==> config.mk <==
export PLATFORM = sky130hd
export DESIGN_NAME = master_out_port
export DESIGN_NICKNAME = d
export VERILOG_FILES = /design/src/rtl/master_out_port.sv
export SDC_FILE = /design/constraint.sdc
export NUM_CORES = 1
export LEC_CHECK = 0
export ABC_AREA = 1
export BUFFER_PORTS_ARGS = -buffer_cell sky130_fd_sc_hd__buf_2
export CORE_MARGIN = 1
export CORE_UTILIZATION = 55
export DETAILED_ROUTE_END_ITERATION = 8
export PLACE_DENSITY_LB_ADDON = 0.2
export REMOVE_ABC_BUFFERS = 1
export SYNTH_ARGS = -nofsm -noshare
export SYNTH_HDL_FRONTEND = slang
export SYNTH_SLANG_ARGS = --single-unit
export TNS_END_PERCENT = 50
==> constraint.sdc <==
create_clock -name clk -period 2.1 [get_ports clk]
set_clock_uncertainty 0.1 [all_clocks]
set_input_delay 0.315 -clock clk [delete_from_list [all_inputs] [get_ports clk]]
set_output_delay 0.315 -clock clk [all_outputs]
set_load 0.01 [all_outputs]
==> src/rtl/master_out_port.sv <==
// Serialises a latched address/data request onto two LSB-first serial lines after a
// master_valid/slave_ready handshake; reports completion with done or abort with timeout_err.
module master_out_port #(
  parameter int ADDR_WIDTH = 12,
  parameter int DATA_WIDTH = 8,
  parameter int TIMEOUT    = 16
) (
  input  logic                  clk,
  input  logic                  reset,
  input  logic                  start,
  input  logic                  write_en,
  input  logic [ADDR_WIDTH-1:0] address_in,
  input  logic [DATA_WIDTH-1:0] data_in,
  input  logic                  slave_ready,
  output logic                  master_valid,
  output logic                  tx_address,
  output logic                  tx_data,
  output logic                  busy,
  output logic                  done,
  output logic                  timeout_err
);

  localparam int CW = (ADDR_WIDTH > 1) ? $clog2(ADDR_WIDTH + 1) : 1;
  localparam int TW = (TIMEOUT > 0) ? $clog2(TIMEOUT + 1) : 1;
  localparam logic [CW-1:0] LAST_BIT = CW'(ADDR_WIDTH - 1);
  localparam logic [TW-1:0] TMO_LAST = TW'((TIMEOUT > 0) ? TIMEOUT - 1 : 0);
  localparam logic [TW-1:0] TMO_SAT  = TW'(TIMEOUT);
  localparam bit            TMO_ON   = (TIMEOUT > 0);

  typedef enum logic [1:0] {
    IDLE  = 2'd0,
    REQ   = 2'd1,
    SHIFT = 2'd2,
    DONE  = 2'd3
  } state_t;

  state_t                state, state_nxt;
  logic [ADDR_WIDTH-1:0] addr_sr;
  logic [DATA_WIDTH-1:0] data_sr;
  logic [CW-1:0]         bit_cnt;
  logic [TW-1:0]         tmo_cnt;
  logic                  tmo_err_q;
  logic                  tmo_hit;
  logic                  last_bit;

  // The REQ cycle that would complete TIMEOUT waiting cycles; ready in that cycle still wins.
  assign tmo_hit     = TMO_ON && (tmo_cnt == TMO_LAST);
  assign last_bit    = (bit_cnt == LAST_BIT);
  assign timeout_err = tmo_err_q;

  always_ff @(posedge clk) begin
    if (reset) begin
      state <= IDLE;
    end else begin
      state <= state_nxt;
    end
  end

  always_comb begin
    state_nxt    = state;
    master_valid = 1'b0;
    busy         = 1'b0;
    done         = 1'b0;
    tx_address   = 1'b0;
    tx_data      = 1'b0;
    case (state)
      IDLE: begin
        if (start) state_nxt = REQ;
      end
      REQ: begin
        master_valid = 1'b1;
        busy         = 1'b1;
        if (slave_ready) begin
          state_nxt = SHIFT;
        end else if (tmo_hit) begin
          state_nxt = IDLE;
        end
      end
      SHIFT: begin
        busy       = 1'b1;
        tx_address = addr_sr[0];
        tx_data    = data_sr[0];
        if (last_bit) state_nxt = DONE;
      end
      DONE: begin
        busy      = 1'b1;
        done      = 1'b1;
        state_nxt = IDLE;
      end
      default: state_nxt = IDLE;
    endcase
  end

  always_ff @(posedge clk) begin
    if (reset) begin
      addr_sr   <= '0;
      data_sr   <= '0;
      bit_cnt   <= '0;
      tmo_cnt   <= '0;
      tmo_err_q <= 1'b0;
    end else begin
      tmo_err_q <= (state == REQ) && !slave_ready && tmo_hit;
      case (state)
        IDLE: begin
          if (start) begin
            addr_sr <= address_in;
            // Reads shift out zeros on the data line, so the data is dropped at latch time.
            data_sr <= write_en ? data_in : '0;
            tmo_cnt <= '0;
            bit_cnt <= '0;
          end
        end
        REQ: begin
          if (tmo_cnt != TMO_SAT) tmo_cnt <= tmo_cnt + 1'b1;
          if (slave_ready) begin
            bit_cnt <= '0;
          end else if (tmo_hit) begin
            addr_sr <= '0;
            data_sr <= '0;
          end
        end
        SHIFT: begin
          addr_sr <= addr_sr >> 1;
          data_sr <= data_sr >> 1;
          bit_cnt <= bit_cnt + 1'b1;
        end
        default: begin
        end
      endcase
    end
  end

endmodule

==> results.ini <==
[run_status]
status = finished, final reports clean

[global_route]
grt_max_degree = 39
antenna_found_initial = 0
grt_pass1_wl_um = 5550
grt_usage_pct = 20.9
grt_pass1_vias = 1353
gr-total-overflow = 0

[worst_setup_path]
cpLargestDelayFamily = flip-flops
crit_arrival_ns = 1.42
startpoint_type = register
critical_path.cell_chain = inv_1, ha_2, nand2_1, inv_1, buf_2
slowest_delay_ns = 0.36
crit_top_cell = inv_1
worstSetupEndpointType = output port
worstPathRequired_ns = 1.68
worstSetupPathType = register to output port
cp_num_buf_inv = 3
crit_slowest_cell = dfxtp_1
critPathMaxFanout = 15

[floorplan]
fp.dieW_um = 58.9
row_count = 20
initial_core_util_pct = 58.4
core_region_area_sq_um = 3050
die_area_sq_um = 3470
io_pins = 31
die_height_um = 58.9

[power]
p_total_mw = 2.85
ir_worst_vdd_mv = 0.689
p_per_area_nw_per_um2 = 1440
power.leakage_nw = 0.939

[clocking]
clock-sinks = 32
cts_root_buf = clkbuf_4
clkTransAtPathRegs_ns = 0.10
insertion_delay_ns = 0.33
post_cts_buffers = 0
ctsHoldBuffers = 0
cts_made_buffers = 5
clk_path_buf_depth = 2
htreeDepth = 2
cts_tree = done

[layout]
num-nets-final = 329
diodes = 0
area_growth_syn_to_layout_pct = 11.2
layout-drive-gt1-share_pct = 19.3

[logic_synthesis]
synth_cells = 269
synth-edff-count = 0
synthTopCellsByArea = dfxtp_1, nand2_1, nand3_1
synth.cell_area_sq_um = 1780
synthTopCellsByCount = nand2_1, nor2_1, nand3_1
synth-main-ff-cell = dfxtp_1
synth_largest_area_cell = dfxtp_1
yosysMostFrequentCell = nand2_1
synth_top_cell_area_share_pct = 35.9
async_reset_ff_share_pct = 0
synth_cell_type_count = 24
syn_area_per_cell_sq_um = 6.63
yosys_warnings = 0
ys_ff_latch = 32
yosysSeqAreaShare_pct = 35.9

[timing]
hold_viol_final = 0
rsz0062_at_grt = no
fin_crit_sh_pct = 87.2
setup_viol = 0
worstMarginPinSlew_ns = 0.437
fin_ws_ns = 0.269
tns_ns = 0
finalMaxSlewViolations = 0
relSlewSlack_pct = 70.8
fmax_mhz = 546
period_needed_ns = 1.83

[drt]
vias = 1655
drt_first_pass_iters = 4
drt_iter0_drc = 62
wl_um = 3300
vias_per_cell = 4.87
drc = 0
final_antenna_net_count = 0
wl_per_cell_um = 9.72

[place]
hpwlAfterDp_um = 2310
dp_slack_ns = 0.320
place_congestion = 0.829
portBuffers = 30

[min_path]
hold_path_class = input pin to register

[job]
drv_cap = 0

==> cell type report <==
cell class | count | area [sq um]
Sequential cell | 32 | 641
Clock inverter | 1 | 5.00
Tap cell | 44 | 55.1
Fill cell | 306 | 1070
Timing Repair Buffer | 33 | 185
Multi-Input combinational cell | 202 | 972
Inverter | 22 | 82.6
Clock buffer | 6 | 41.3
==> layout by cell type (no fill, tap or decap), types with 3 or more instances in the layout <==
cell type   n
nand2_1    65
nor2_1     55
nand3_1    44
dfxtp_1    32
buf_2      30
inv_1      18
ha_1        7
a21oi_1     6
nor2_2      5
o21ai_0     5
clkbuf_4    5
inv_2       3
nand3_2     3
==> through the flow <==
step	instance area (sq um)	cells	hold slack, ns	utilization (%)
final	1980	340	0.135	64.9
after global routing	1980	340	0.121	64.9
after CTS	1980	340	0.124	64.8
after detailed placement	1930	333	0.372	63.3
after global placement	1930	333	0.366	63.3
after floorplan	1690	256	0.277	-
==> worst min-delay path: cells and delay by family <==
kind	cells	cell delay [ns]
and+or+nand+nor	1	0.07
buffers and inverters	1	0.10
AOI/OAI and AO/OA	1	0.04
==> flip-flops by register name, summed over array words and instances, names as in the netlist, named ones only <==
signal / count
addr_sr: 12
data_sr: 8
tmo_cnt: 5
bit_cnt: 4
state: 1
timeout_err: 1
==> per-layer routing <==
layer | part of all wire, % | GRT usage, %
met2 | 44 | 31.0
met5 | 0 | 0
met1 | 50 | 28.6
met4 | 0.94 | 6.46
met3 | 5.1 | 7.03
==> logic make-up after synthesis <==
logic type               count (synthesis)  share of synthesized area (%)
AND/OR/NAND/NOR                        179                           43.8
buffers and inverters                   35                           9.68
flip-flops                              32                           35.9
AO/OA/AOI/OAI                           15                           4.98
adder cells (fa/ha/maj)                  8                           5.61
==> repair_timing <==
action / CTS / global route
hold endpoints to repair: 0 / 0
endpoints found under the setup margin: 0 / 2
resized for setup: 0 / 1
==> worst paths after layout <==
| path | start | endpoint | slack (ns) | cells after the start |
|---|---|---|---|---|
| setup / recovery | state[0] | tx_address | 0.27 | 5 |
| hold / removal | data_in[7] | data_sr[7] | 0.14 | 3 |
| setup reg to reg | state[0] | addr_sr[7] | 0.28 | 7 |
| hold reg to reg | tmo_cnt[4] | tmo_cnt[4] | 0.39 | 2 |
==> report_power, final <==
part,switching (mW),total [mW],leakage [nW],internal (mW)
registers,0.129,0.965,0.263,0.837
logic,0.995,1.56,0.648,0.563
clock network,0.200,0.323,0.0281,0.123
(Power assumes the default switching activity.)
